===== src/rtl/ldpc_pkg.sv =====
`default_nettype none
// ============================================================================
//  Module      : ldpc_pkg
//  Description : Shared constants, check-node FSM state encoding and the
//                saturating-magnitude helper for the LDPC check-node slice.
//  Revision    : 1.0 - initial release
// ============================================================================
package ldpc_pkg;

    // Default message widths: r messages are DATA_W bits, q carries EXT_W more
    localparam int DATA_W = 6;
    localparam int EXT_W  = 3;

    // Check-node frame sequencing: gather all edges, then stream results
    typedef enum logic [0:0] {
        ST_COLLECT = 1'b0,
        ST_EMIT    = 1'b1
    } cnu_state_t;

    // |v| clipped to the largest magnitude a width-bit two's-complement
    // message can carry; the most negative input clips like any other
    function automatic int sat_mag(input int v, input int width);
        int a;
        int lim;
        a   = (v < 0) ? -v : v;
        lim = (1 << (width - 1)) - 1;
        return (a > lim) ? lim : a;
    endfunction

endpackage
`default_nettype wire


===== src/rtl/cnu_serial_if.sv =====
`default_nettype none
// ============================================================================
//  Module      : cnu_serial_if
//  Description : Stream bundle between variable nodes and the serial
//                check node: q input stream and r/syn output stream.
//                The check node attaches as slave, the variable side as master.
//  Revision    : 1.0 - initial release
// ============================================================================
interface cnu_serial_if
    import ldpc_pkg::*;
#(
    parameter int data_w = DATA_W,
    parameter int ext_w  = EXT_W,
    parameter int DC     = 6
);
    localparam int c_SUM_W = data_w + ext_w;
    localparam int c_IDX_W = $clog2(DC);

    logic [c_SUM_W-1:0] q;
    logic               q_valid;
    logic               q_ready;
    logic [data_w-1:0]  r;
    logic [c_IDX_W-1:0] r_idx;
    logic               r_last;
    logic               r_valid;
    logic               r_ready;
    logic               syn;

    modport master (
        output q, q_valid, r_ready,
        input  q_ready, r, r_idx, r_last, r_valid, syn
    );

    modport slave (
        input  q, q_valid, r_ready,
        output q_ready, r, r_idx, r_last, r_valid, syn
    );

endinterface
`default_nettype wire


===== src/rtl/cnu_mag.sv =====
`default_nettype none
// ============================================================================
//  Module      : cnu_mag
//  Description : Splits an extended-width q message into its sign bit and a
//                magnitude saturated to the r-message range (combinational).
//  Revision    : 1.0 - initial release
// ============================================================================
module cnu_mag
    import ldpc_pkg::*;
#(
    parameter int data_w = DATA_W,
    parameter int ext_w  = EXT_W
) (
    input  wire logic [data_w+ext_w-1:0] i_q,
    output logic                         o_sign,
    output logic [data_w-2:0]            o_mag
);
    localparam int c_SUM_W = data_w + ext_w;
    localparam int c_MAG_W = data_w - 1;

    // Sign straight from the MSB; magnitude via the shared saturating helper
    always_comb begin
        o_sign = i_q[c_SUM_W-1];
        o_mag  = c_MAG_W'(sat_mag(int'($signed(i_q)), data_w));
    end

endmodule
`default_nettype wire


===== src/rtl/cnu_serial.sv =====
`default_nettype none
// ============================================================================
//  Module      : cnu_serial
//  Description : Serial min-sum check-node unit. Collects DC q messages,
//                tracking the two smallest magnitudes and the sign parity,
//                then emits DC r messages plus the frame syndrome.
//                Build option: CNU_OFFSET_EN enables offset-min-sum
//                (emitted magnitude reduced by OFFSET, floored at zero).
//  Revision    : 1.0 - initial release
// ============================================================================
module cnu_serial
    import ldpc_pkg::*;
#(
    parameter int data_w = DATA_W,
    parameter int ext_w  = EXT_W,
    parameter int DC     = 6,
    parameter int OFFSET = 1
) (
    input  wire logic    clk,
    input  wire logic    rst,
    cnu_serial_if.slave  bus
);
    localparam int                 c_MAG_W = data_w - 1;
    localparam int                 c_IDX_W = $clog2(DC);
    localparam logic [c_MAG_W-1:0] c_MAG_MAX = '1;
    localparam logic [c_IDX_W-1:0] c_LAST    = c_IDX_W'(DC - 1);

    // Elaboration-time parameter sanity
    if (DC < 2) begin : g_chk_dc
        $error("cnu_serial: DC must be at least 2");
    end
    if (OFFSET < 0) begin : g_chk_offset
        $error("cnu_serial: OFFSET must be non-negative");
    end

    cnu_state_t r_state, w_state_nxt;

    logic [c_IDX_W-1:0] r_cnt;
    logic [c_MAG_W-1:0] r_min1, r_min2;
    logic [c_IDX_W-1:0] r_idx1;
    logic               r_sacc;
    logic [DC-1:0]      r_signs;
    logic [data_w-1:0]  r_r;
    logic [c_IDX_W-1:0] r_ridx;
    logic               r_rlast, r_rvalid, r_syn;

    logic               w_q_ready, w_accept, w_fire;
    logic               w_qsign;
    logic [c_MAG_W-1:0] w_qmag;
    logic [c_MAG_W-1:0] w_min1_n, w_min2_n;
    logic [c_IDX_W-1:0] w_idx1_n;
    logic               w_sacc_n;
    logic [DC-1:0]      w_signs_n;
    logic [c_IDX_W-1:0] w_e;
    logic [c_MAG_W-1:0] w_sel, w_omag;
    logic               w_osgn;
    logic [data_w-1:0]  w_mext, w_r;

    cnu_mag #(.data_w(data_w), .ext_w(ext_w)) u_mag (
        .i_q    (bus.q),
        .o_sign (w_qsign),
        .o_mag  (w_qmag)
    );

    assign w_q_ready = (r_state == ST_COLLECT);
    assign w_accept  = bus.q_valid & w_q_ready;
    assign w_fire    = r_rvalid & bus.r_ready;

    // State register
    always_ff @(posedge clk) begin
        if (rst) r_state <= ST_COLLECT;
        else     r_state <= w_state_nxt;
    end

    // Next state: leave COLLECT on the last edge, leave EMIT on the last handshake
    always_comb begin
        w_state_nxt = r_state;
        case (r_state)
            ST_COLLECT: if (w_accept && r_cnt == c_LAST)  w_state_nxt = ST_EMIT;
            ST_EMIT:    if (w_fire && r_rlast)            w_state_nxt = ST_COLLECT;
            default:                                      w_state_nxt = ST_COLLECT;
        endcase
    end

    // Running min1/min2/sign update for the edge being accepted this cycle
    always_comb begin
        w_min1_n  = r_min1;
        w_min2_n  = r_min2;
        w_idx1_n  = r_idx1;
        w_sacc_n  = r_sacc;
        w_signs_n = r_signs;
        if (w_accept) begin
            w_signs_n[r_cnt] = w_qsign;
            w_sacc_n         = r_sacc ^ w_qsign;
            if (w_qmag < r_min1) begin
                w_min2_n = r_min1;
                w_min1_n = w_qmag;
                w_idx1_n = r_cnt;
            end else if (w_qmag < r_min2) begin
                w_min2_n = w_qmag;
            end
        end
    end

    // Result for the edge to present next: edge 0 on entry, else the following edge
    always_comb begin
        w_e   = (r_state == ST_COLLECT) ? '0 : r_ridx + 1'b1;
        w_sel = (w_e == w_idx1_n) ? w_min2_n : w_min1_n;
`ifdef CNU_OFFSET_EN
        w_omag = (w_sel > c_MAG_W'(OFFSET)) ? w_sel - c_MAG_W'(OFFSET) : '0;
`else
        w_omag = w_sel;
`endif
        w_osgn = w_sacc_n ^ w_signs_n[w_e];
        w_mext = {1'b0, w_omag};
        // Negating a zero magnitude yields zero, so no sign on zero results
        w_r    = w_osgn ? (~w_mext + 1'b1) : w_mext;
    end

    // Frame accumulators and registered output stream
    always_ff @(posedge clk) begin
        if (rst) begin
            r_cnt    <= '0;
            r_min1   <= c_MAG_MAX;
            r_min2   <= c_MAG_MAX;
            r_idx1   <= '0;
            r_sacc   <= 1'b0;
            r_signs  <= '0;
            r_r      <= '0;
            r_ridx   <= '0;
            r_rlast  <= 1'b0;
            r_rvalid <= 1'b0;
            r_syn    <= 1'b0;
        end else if (w_accept) begin
            r_cnt   <= r_cnt + 1'b1;
            r_min1  <= w_min1_n;
            r_min2  <= w_min2_n;
            r_idx1  <= w_idx1_n;
            r_sacc  <= w_sacc_n;
            r_signs <= w_signs_n;
            if (r_cnt == c_LAST) begin
                r_rvalid <= 1'b1;
                r_r      <= w_r;
                r_ridx   <= '0;
                r_rlast  <= 1'b0;
                r_syn    <= w_sacc_n;
            end
        end else if (w_fire) begin
            if (r_rlast) begin
                r_cnt    <= '0;
                r_min1   <= c_MAG_MAX;
                r_min2   <= c_MAG_MAX;
                r_idx1   <= '0;
                r_sacc   <= 1'b0;
                r_signs  <= '0;
                r_r      <= '0;
                r_ridx   <= '0;
                r_rlast  <= 1'b0;
                r_rvalid <= 1'b0;
                r_syn    <= 1'b0;
            end else begin
                r_r     <= w_r;
                r_ridx  <= w_e;
                r_rlast <= (w_e == c_LAST);
            end
        end
    end

    assign bus.q_ready = w_q_ready;
    assign bus.r       = r_r;
    assign bus.r_idx   = r_ridx;
    assign bus.r_last  = r_rlast;
    assign bus.r_valid = r_rvalid;
    assign bus.syn     = r_syn;

endmodule
`default_nettype wire


===== src/flat_wrapper.sv =====
// flat-port wrapper written by rule: the top's interface ports become plain ports
module cnu_serial_flat import ldpc_pkg::*;
#(
    parameter int data_w = DATA_W,
    parameter int ext_w  = EXT_W,
    parameter int DC     = 6,
    parameter int OFFSET = 1
)
  (clk, rst, bus_q, bus_q_valid, bus_r_ready, bus_q_ready, bus_r, bus_r_idx, bus_r_last, bus_r_valid, bus_syn);
  cnu_serial_if #(.data_w(data_w), .ext_w(ext_w), .DC(DC)) bus_i ();
  input  wire logic clk;
  input  wire logic rst;
  input wire logic [$bits(bus_i.q)-1:0] bus_q;
  input wire logic [$bits(bus_i.q_valid)-1:0] bus_q_valid;
  input wire logic [$bits(bus_i.r_ready)-1:0] bus_r_ready;
  output wire logic [$bits(bus_i.q_ready)-1:0] bus_q_ready;
  output wire logic [$bits(bus_i.r)-1:0] bus_r;
  output wire logic [$bits(bus_i.r_idx)-1:0] bus_r_idx;
  output wire logic [$bits(bus_i.r_last)-1:0] bus_r_last;
  output wire logic [$bits(bus_i.r_valid)-1:0] bus_r_valid;
  output wire logic [$bits(bus_i.syn)-1:0] bus_syn;
  assign bus_i.q = bus_q;
  assign bus_i.q_valid = bus_q_valid;
  assign bus_i.r_ready = bus_r_ready;
  assign bus_q_ready = bus_i.q_ready;
  assign bus_r = bus_i.r;
  assign bus_r_idx = bus_i.r_idx;
  assign bus_r_last = bus_i.r_last;
  assign bus_r_valid = bus_i.r_valid;
  assign bus_syn = bus_i.syn;
  cnu_serial #(.data_w(data_w), .ext_w(ext_w), .DC(DC), .OFFSET(OFFSET)) u_core (.clk(clk), .rst(rst), .bus(bus_i));
endmodule

===== config.mk =====
export PLATFORM = sky130hd
export DESIGN_NAME = cnu_serial_flat
export DESIGN_NICKNAME = d
export VERILOG_FILES = /design/src/rtl/ldpc_pkg.sv /design/src/rtl/cnu_serial_if.sv /design/src/rtl/cnu_mag.sv /design/src/rtl/cnu_serial.sv /design/src/flat_wrapper.sv
export SDC_FILE = /design/constraint.sdc
export NUM_CORES = 1
export LEC_CHECK = 0
export CAP_MARGIN = 20
export CELL_PAD_IN_SITES_DETAIL_PLACEMENT = 2
export CELL_PAD_IN_SITES_GLOBAL_PLACEMENT = 2
export CORE_MARGIN = 1.5
export CORE_UTILIZATION = 30
export CTS_CLUSTER_DIAMETER = 120
export DETAILED_ROUTE_END_ITERATION = 10
export GPL_ROUTABILITY_DRIVEN = 0
export PLACE_DENSITY = 0.86
export SLEW_MARGIN = 40
export SYNTH_ARGS = -nofsm -noshare
export SYNTH_HDL_FRONTEND = slang
export SYNTH_SLANG_ARGS = --single-unit

===== constraint.sdc =====
create_clock -name clk -period 4.35 [get_ports clk]
set_input_delay 0.6525 -clock clk [delete_from_list [all_inputs] [get_ports clk]]
set_output_delay 0.6525 -clock clk [all_outputs]
set_load 0.05 [all_outputs]

==> results of run 1 <==
[timing repair]
item | 4_1_cts | 5_1_grt
resized for setup | 45 | 33
setup endpoints to repair | 6 | 6
setup buffers | 11 | 10
pin swaps | 23 | 11
[where the power goes]
group / total, mW / internal (mW) / leakage, nW / switching (mW)
clock: 0.273 / 0.129 / 0.0445 / 0.143
sequential: 0.355 / 0.339 / 0.292 / 0.0162
combinational: 0.460 / 0.199 / 1.27 / 0.261
[stage by stage]
step | setup slack [ns] | hold WS, ns | util (%)
floorplan | 0.000838 | 0.450 | -
global placement | -0.521 | 0.442 | 41.0
detailed placement | -0.951 | 0.446 | 41.0
CTS | -0.0577 | 0.460 | 44.4
global route | -0.331 | 0.513 | 47.6
finish | -0.232 | 0.483 | 47.6
[registers in the layout, indices dropped and copies added (netlist names)]
register	flops
u_core.r_min1	5
u_core.r_sacc	1
u_core.bus.r_idx	3
u_core.r_signs	6
u_core.r_state	1
u_core.bus.syn	1
u_core.r_idx1	3
u_core.r_cnt	3
u_core.bus.r_last	1
u_core.bus.r_valid	1
u_core.r_min2	5
u_core.bus.r	6
[worst max-delay path by stage]
stage                   from               to  slack, ns  cells past startpoint
floorplan           bus_q[2]  u_core.bus.r[4]     0.0008                     20
global placement    bus_q[0]  u_core.bus.r[4]      -0.52                     19
detailed placement  bus_q[0]  u_core.bus.r[5]      -0.95                     17
CTS                 bus_q[0]  u_core.bus.r[4]      -0.06                     20
global route        bus_q[0]  u_core.bus.r[4]      -0.33                     22
finish              bus_q[0]  u_core.bus.r[4]      -0.23                     22
[metal layers]
| layer | vias up | GRT usage, % |
|---|---|---|
| met3 | 52 | 4.23 |
| met5 | - | 0 |
| li1 | 1412 | - |
| met4 | 0 | 12.5 |
| met2 | 130 | 54.9 |
| met1 | 1666 | 34.9 |
[worst max-delay path: stages]
cell	delay (ns)
buf_6	0.09
or4_4	0.56
nor2_4	0.15
mux2i_4	0.31
buf_6	0.15
o221a_4	0.18
inv_2	0.06
ha_4	0.18
nand4_1	0.13
nand3_2	0.14
nor3_4	0.31
buf_4	0.19
a21o_4	0.17
buf_6	0.17
nand2_1	0.11
o21ai_0	0.17
mux2_4	0.26
ha_4	0.16
nand4_1	0.14
o221ai_2	0.18
xor2_1	0.18
o21ai_1	0.10
[layout by cell type, fill, tap and decap left out, types with 5 or more instances in the layout]
cell,instances
xnor2_1,7
nor3_1,7
nand3_2,5
ha_1,8
nand2_1,29
nor2_1,39
nand2b_1,10
clkbuf_8,6
dfxtp_1,36
o21ai_0,14
mux2i_1,5
nand3_1,6
o22ai_1,5
xor2_1,5
clkdlybuf4s50_1,18
a21oi_1,19
inv_1,17
buf_4,70
buf_6,6
[kinds of logic after synthesis]
group / Yosys count
AO/OA/AOI/OAI: 98
XOR/XNOR: 12
adder cells (fa/ha/maj): 13
buffers and inverters: 37
flip-flops: 36
multiplexers: 13
AND/OR/NAND/NOR: 131
[final cells by class]
| class | count | area [sq um] |
|---|---|---|
| clock buffers | 7 | 86.3 |
| clock inverters | 1 | 7.51 |
| fillers | 914 | 4330 |
| inverters | 20 | 75.1 |
| multi-input cells | 267 | 2100 |
| flip-flops and latches | 36 | 721 |
| well taps | 105 | 131 |
| repair buffers | 99 | 810 |
[synthesized netlist by cell type (2+ instances only)]
master	number	share of area, %
a21oi_2	3	1.0
or4_1	2	0.58
nor4b_1	2	0.68
a31oi_1	4	0.97
dfxtp_1	36	28
nand4_1	4	0.97
ha_1	13	6.3
a22oi_1	4	1.2
nand2b_1	10	2.4
a311oi_1	2	0.68
and2_1	2	0.49
nand3_1	12	2.3
xnor2_1	7	2.4
nor2b_1	4	0.97
clkbuf_1	13	1.9
nand2_1	31	4.5
o21ai_0	14	2.7
xor2_1	5	1.7
o21a_1	2	0.58
or4_4	2	0.87
mux2i_1	10	3.9
o22ai_1	6	1.5
inv_1	20	2.9
a211oi_1	6	1.7
nor2_1	41	6.0
a21oi_1	24	4.7
a21o_1	3	0.87
nor4_1	4	0.97
buf_2	2	0.39
o21ai_1	5	0.97
mux2_2	3	1.3
a32oi_1	2	0.68
o2111ai_1	3	1.0
nor3_1	9	1.7
o31ai_1	3	0.87
==> reports/summary.txt, run 1 <==
CP arrival - 4.77 ns
Post-synth ARST share - 0%
Initial Util - 31.2%
Run status - finished, violations left
Maximum vdd drop - 124 uV
Hold path endpoint - u_core.r_signs[4]
Wl on met1 - 6050 um
Post-synthesis compound-gate area fraction - 25.5%
Failing checks - negative setup slack
Cells after synthesis - 340
Hold Buf Count CTS - 0
Final Hold Viols - 0
Crit path time final - 4.58 ns
Die Y - 95.7 um
Overall Global Routing Usage - 30.1%
Critical setup path kind - in -> reg
Max Used Layer - met4
Placed insts - 506
Synth Area in Adders - 6.31%
Worst Hold Class - reg -> reg
FP Rows - 33
Hold depth - 2
CP Max Fanout - 9
Power, Total - 1.09 mW
Critical Path Source Type - primary input
Sinks on Clock Net - 36
1st-iter DRT viols - 228
Vias/cell - 6.09
DR WL met3 - 716 um
Global route overflow - 0
Slew Limit Fails - 0
Initial antenna violation count - 0
Max Fclk - 218 MHz
Post-synth EDFFs - 0
Period utilisation layout - 105%
CTS tree - yes
Area Overhead vs Synth - 52.5%
Hpwl dp - 8550 um
IO buf count - 25
Simple-Gate Fraction of Synth Area - 25.1%
Main combinational cell family by area after synthesis - compound AO/OA/AOI/OAI gates
Vias in the first global route - 3542
First-pass GRT wire length - 20300 um
CP endpoint kind - register
R2r setup slk - 0.77 ns
Reg2reg path depth - 16
Die area - 0.00915 sq mm
PnR worst setup slack - -0.232 ns
Fin nets - 455
Drt wl/cell - 28.7 um
H-tree level count - 2
Num ports - 26
Root buf cell - clkbuf_8
CTS clk-pin slew, worst paths - 0.09 ns
ANT cells - 0
Dominant synthesized flop cell - dfxtp_1
Placed cell area - 0.00339 sq mm
Post-Synth XOR/XNOR Area - 4.08%
Power per cell area - 277 mW/mm^2
Clock skew - 0.0120 ns
Vias - 3260
Cell Area, Synth - 0.00258 sq mm
Seq/Total Area, Yosys - 28.0%
Worst r2r dst - u_core.bus.r[4]
FF-to-FF Start - u_core.r_min1[3]
DRC viols - 0
Post-synthesis net count - 366
CTS Buffer Depth - 2
RSZ-0062 raised after global routing - yes
WL met2 - 7960 um
Fin area - 0.00393 sq mm
Die Span X - 95.7 um
Clock buffers created by TritonCTS - 5
Share of layout cells above drive strength 1 - 34.4%
Insertion delay to the later sink of the worst-skew pair - 0.30 ns
Worst slew margin - 53.4%
Min-delay src - u_core.r_signs[4]
Syn Area/Cell - 7.58 sq um
Core area - 0.00826 sq mm
Count of cell types in the netlist - 62
Data required, critical path - 4.54 ns
Drt pass-1 iters - 4
Max-cap check violation count - 0
Post-synthesis mux area share - 5.20%
Leakage - 1.61 nW
Final setup fails - 5
#FFs+latches synth - 36
Final wirelength - 15400 um
Final non-filler cell total - 535
Antenna-violating nets left - 0
Largest net degree at the start of global routing - 32
Synth warn - 0
Slew @ Worst Pin - 0.695 ns
Total negative slack - -0.776 ns
Note: power is estimated with default switching activity, not from simulation.
==> inputs of run 2 (changes only) <==
CORE_UTILIZATION = 31   (was 30)
PLACE_DENSITY = 0.87   (was 0.86)
SYNTH_HIERARCHICAL = 1   (was default)
==> run 2 against run 1 <==
  * The flow still finishes with violations (negative setup slack)
  * Largest power group unchanged
  * Register-to-register slack got worse by 0.25 ns
  * Flip-flop and latch count did not move
  * Clock-buffer cell count fell by 1
  * Utilization fell by 1.2 points
  * Sequential share of layout area rose by 0.38 points
  * First-iteration DRC count rose by 7.0%
  * Worst hold slack got worse by 0.0070 ns
  * Largest cell class unchanged
  * Via count rose by 3.6%
  * Final cell count fell by 1.3%
  * Combinational power fell by 15%
  * Global-route usage rose by 0.75 points
==> reports/summary.txt, run 2 <==
Cell Area, Synth - 0.00268 sq mm (was 0.00258 sq mm)
Num ports - 26 (unchanged)
Drt wl/cell - 31.1 um (was 28.7 um)
Post-synth ARST share - 0% (unchanged)
Hpwl dp - 8250 um (was 8550 um)
Most common cell in the netlist - nor2_1 (unchanged)
Most common cell after layout, fill and taps aside - buf_4 (unchanged)
Die Y - 95.9 um (was 95.7 um)
M2 GR Usage - 54.5% (was 54.9%)
Crit path time final - 4.71 ns (was 4.58 ns)
Seq/Total Area, Yosys - 26.9% (was 28.0%)
DRC viols - 0 (unchanged)
Period utilisation layout - 108% (was 105%)
Fin nets - 448 (was 455)
Area leader, netlist - dfxtp_1 (unchanged)
Most instantiated cells after synthesis - nor2_1 (38), dfxtp_1 (36), nand2_1 (31), a21oi_1 (28), inv_1 (18) (was nor2_1 (41), dfxtp_1 (36), nand2_1 (31), a21oi_1 (24), inv_1 (20))
Cells after synthesis - 344 (was 340)
Insertion delay to the later sink of the worst-skew pair - 0.31 ns (was 0.30 ns)
Share of layout cells above drive strength 1 - 30.7% (was 34.4%)
IO buf count - 25 (unchanged)
Commonest non-fill, non-tap cells in the layout - buf_4 (58), nor2_1 (38), dfxtp_1 (36) (was buf_4 (70), nor2_1 (39), dfxtp_1 (36))
Root buf cell - clkbuf_8 (unchanged)
Routing usage on met1 - 33.5% (was 34.9%)
Clock skew - 0.0186 ns (was 0.0120 ns)
Initial Util - 32.3% (was 31.2%)
Run status - finished, violations left (unchanged)
Area fraction of the dominant cell type after synthesis - 26.9% (was 28.0%)
Placed insts - 500 (was 506)
Syn Area/Cell - 7.78 sq um (was 7.58 sq um)
Failing checks - negative setup slack (unchanged)
Critical Path Source Type - primary input (unchanged)
Post-synthesis compound-gate area fraction - 27.3% (was 25.5%)
Slew @ Worst Pin - 0.790 ns (was 0.695 ns)
Area Overhead vs Synth - 43.7% (was 52.5%)
Post-synth EDFFs - 0 (unchanged)
Count of cell types in the netlist - 66 (was 62)
Power per cell area - 264 mW/mm^2 (was 277 mW/mm^2)
Worst slew margin - 46.0% (was 53.4%)
CTS clk-pin slew, worst paths - 0.10 ns (was 0.09 ns)
Hold Buf Count CTS - 0 (unchanged)
Vias in the first global route - 3531 (was 3542)
Final wirelength - 16400 um (was 15400 um)
Antenna-violating nets left - 0 (unchanged)
Final Hold Viols - 0 (unchanged)
Top post-synthesis cells by area - dfxtp_1 (27%), ha_1 (6.1%), nor2_1 (5.3%) (was dfxtp_1 (28%), ha_1 (6.3%), nor2_1 (6.0%))
Synth Area in Adders - 6.07% (was 6.31%)
CP endpoint kind - register (unchanged)
ANT cells - 0 (unchanged)
Final non-filler cell total - 528 (was 535)
First-pass GRT wire length - 20800 um (was 20300 um)
Die area - 0.00920 sq mm (was 0.00915 sq mm)
Fillcell total - 919 (was 914)
Vias/cell - 6.39 (was 6.09)
Overall Global Routing Usage - 30.9% (was 30.1%)
Data required, critical path - 4.56 ns (was 4.54 ns)
Post-Synth XOR/XNOR Area - 1.96% (was 4.08%)
Max Fclk - 212 MHz (was 218 MHz)
PnR worst setup slack - -0.364 ns (was -0.232 ns)
Sinks on Clock Net - 36 (unchanged)
Gr busiest metal - met2 (unchanged)
Largest net degree at the start of global routing - 26 (was 32)
GR Layer Usage met3 - 6.64% (was 4.23%)
Drt pass-1 iters - 4 (unchanged)
Final setup fails - 4 (was 5)
Main combinational cell family by area after synthesis - compound AO/OA/AOI/OAI gates (unchanged)
Leakage - 1.63 nW (was 1.61 nW)
CTS tree - yes (unchanged)
Core area - 0.00830 sq mm (was 0.00826 sq mm)
CTS Buffer Depth - 2 (unchanged)
Critical setup path kind - in -> reg (unchanged)
H-tree level count - 2 (unchanged)
Post-synthesis net count - 370 (was 366)
Simple-Gate Fraction of Synth Area - 27.0% (was 25.1%)
Vias - 3376 (was 3260)
Clock buffers created by TritonCTS - 5 (unchanged)
RSZ-0062 raised after global routing - yes (unchanged)
Synth warn - 6 (was 0)
Global route overflow - 0 (unchanged)
Slew Limit Fails - 0 (unchanged)
FP Rows - 33 (unchanged)
Dominant synthesized flop cell - dfxtp_1 (unchanged)
CP arrival - 4.93 ns (was 4.77 ns)
Worst Hold Class - reg -> reg (unchanged)
Max-cap check violation count - 0 (unchanged)
Die Span X - 95.9 um (was 95.7 um)
#FFs+latches synth - 36 (unchanged)
1st-iter DRT viols - 244 (was 228)
Fin util - 46.4% (was 47.6%)
Post-synthesis mux area share - 4.35% (was 5.20%)
Maximum vdd drop - 104 uV (was 124 uV)
Initial antenna violation count - 1 (was 0)
CP Max Fanout - 5 (was 9)
## run 2: cell families after synthesis
group                    Yosys count
flip-flops                        36
buffers and inverters             37
AND/OR/NAND/NOR                  138
AO/OA/AOI/OAI                    103
adder cells (fa/ha/maj)           13
XOR/XNOR                           6
multiplexers                      11
## run 2: metal layers
layer  vias up  routed length, um  part of all wire, %
met3        97                857                  5.2
li1       1413                  -                    -
met2       168               7810                   48
met4         2               1310                  8.0
met1      1696               6410                   39
met5         -                 13                0.079
## run 2: timing repair
action                                  4_1_cts  5_1_grt
buffers inserted                             17        9
resized for setup                            42       35
endpoints found under the setup margin        6        6
pin swaps                                    21       29
gates cloned                                  0        0
## run 2: power breakdown
| part | switching (mW) | internal, mW |
|---|---|---|
| registers | 0.0122 | 0.335 |
| logic | 0.216 | 0.173 |
| clock network | 0.151 | 0.127 |
## run 2: critical path, cell delays in order
cell,delay [ns]
buf_6,0.09
or3_4,0.38
or3_4,0.36
o211ai_4,0.25
buf_6,0.15
o211ai_1,0.17
ha_2,0.44
a31oi_4,0.11
buf_4,0.16
o21ai_1,0.21
buf_4,0.21
a21oi_1,0.11
o221a_2,0.34
mux2_4,0.31
ha_4,0.18
and4_4,0.16
or3_4,0.38
o211ai_1,0.27
## run 2: cell type report
type	instances	area (sq um)	area share [%]
Inverter	18	67.6	1.76
Tap cell	105	131	3.41
Clock inverter	2	10.0	0.260
Multi-Input combinational cell	271	2060	53.7
Clock buffer	6	82.6	2.15
Timing Repair Buffer	90	771	20.0
Sequential cell	36	721	18.7
## run 2: per-stage QoR
stage               cell area (sq um)  hold slack, ns  power [mW]  TNS [ns]  setup slack [ns]
floorplan                        2680           0.447       0.498    -0.241            -0.241
global placement                 3300           0.440       0.591     -2.24            -0.627
detailed placement               3300           0.471       0.612     -3.50            -0.794
CTS                              3600           0.472       0.921    -0.291            -0.244
global route                     3850           0.502        1.04     -1.05            -0.516
finish                           3850           0.476        1.01    -0.552            -0.364
## run 2: final timing paths
check | startpoint | end | slack [ns] | cells after the start
max reg2reg | u_core/r_min1[3] | u_core/bus.r[4] | 0.52 | 14
min | u_core/bus.r[2] | u_core/bus.r[2] | 0.48 | 2
min reg2reg | u_core/bus.r[2] | u_core/bus.r[2] | 0.48 | 2
max | bus_q[0] | u_core/bus.r[4] | -0.36 | 18
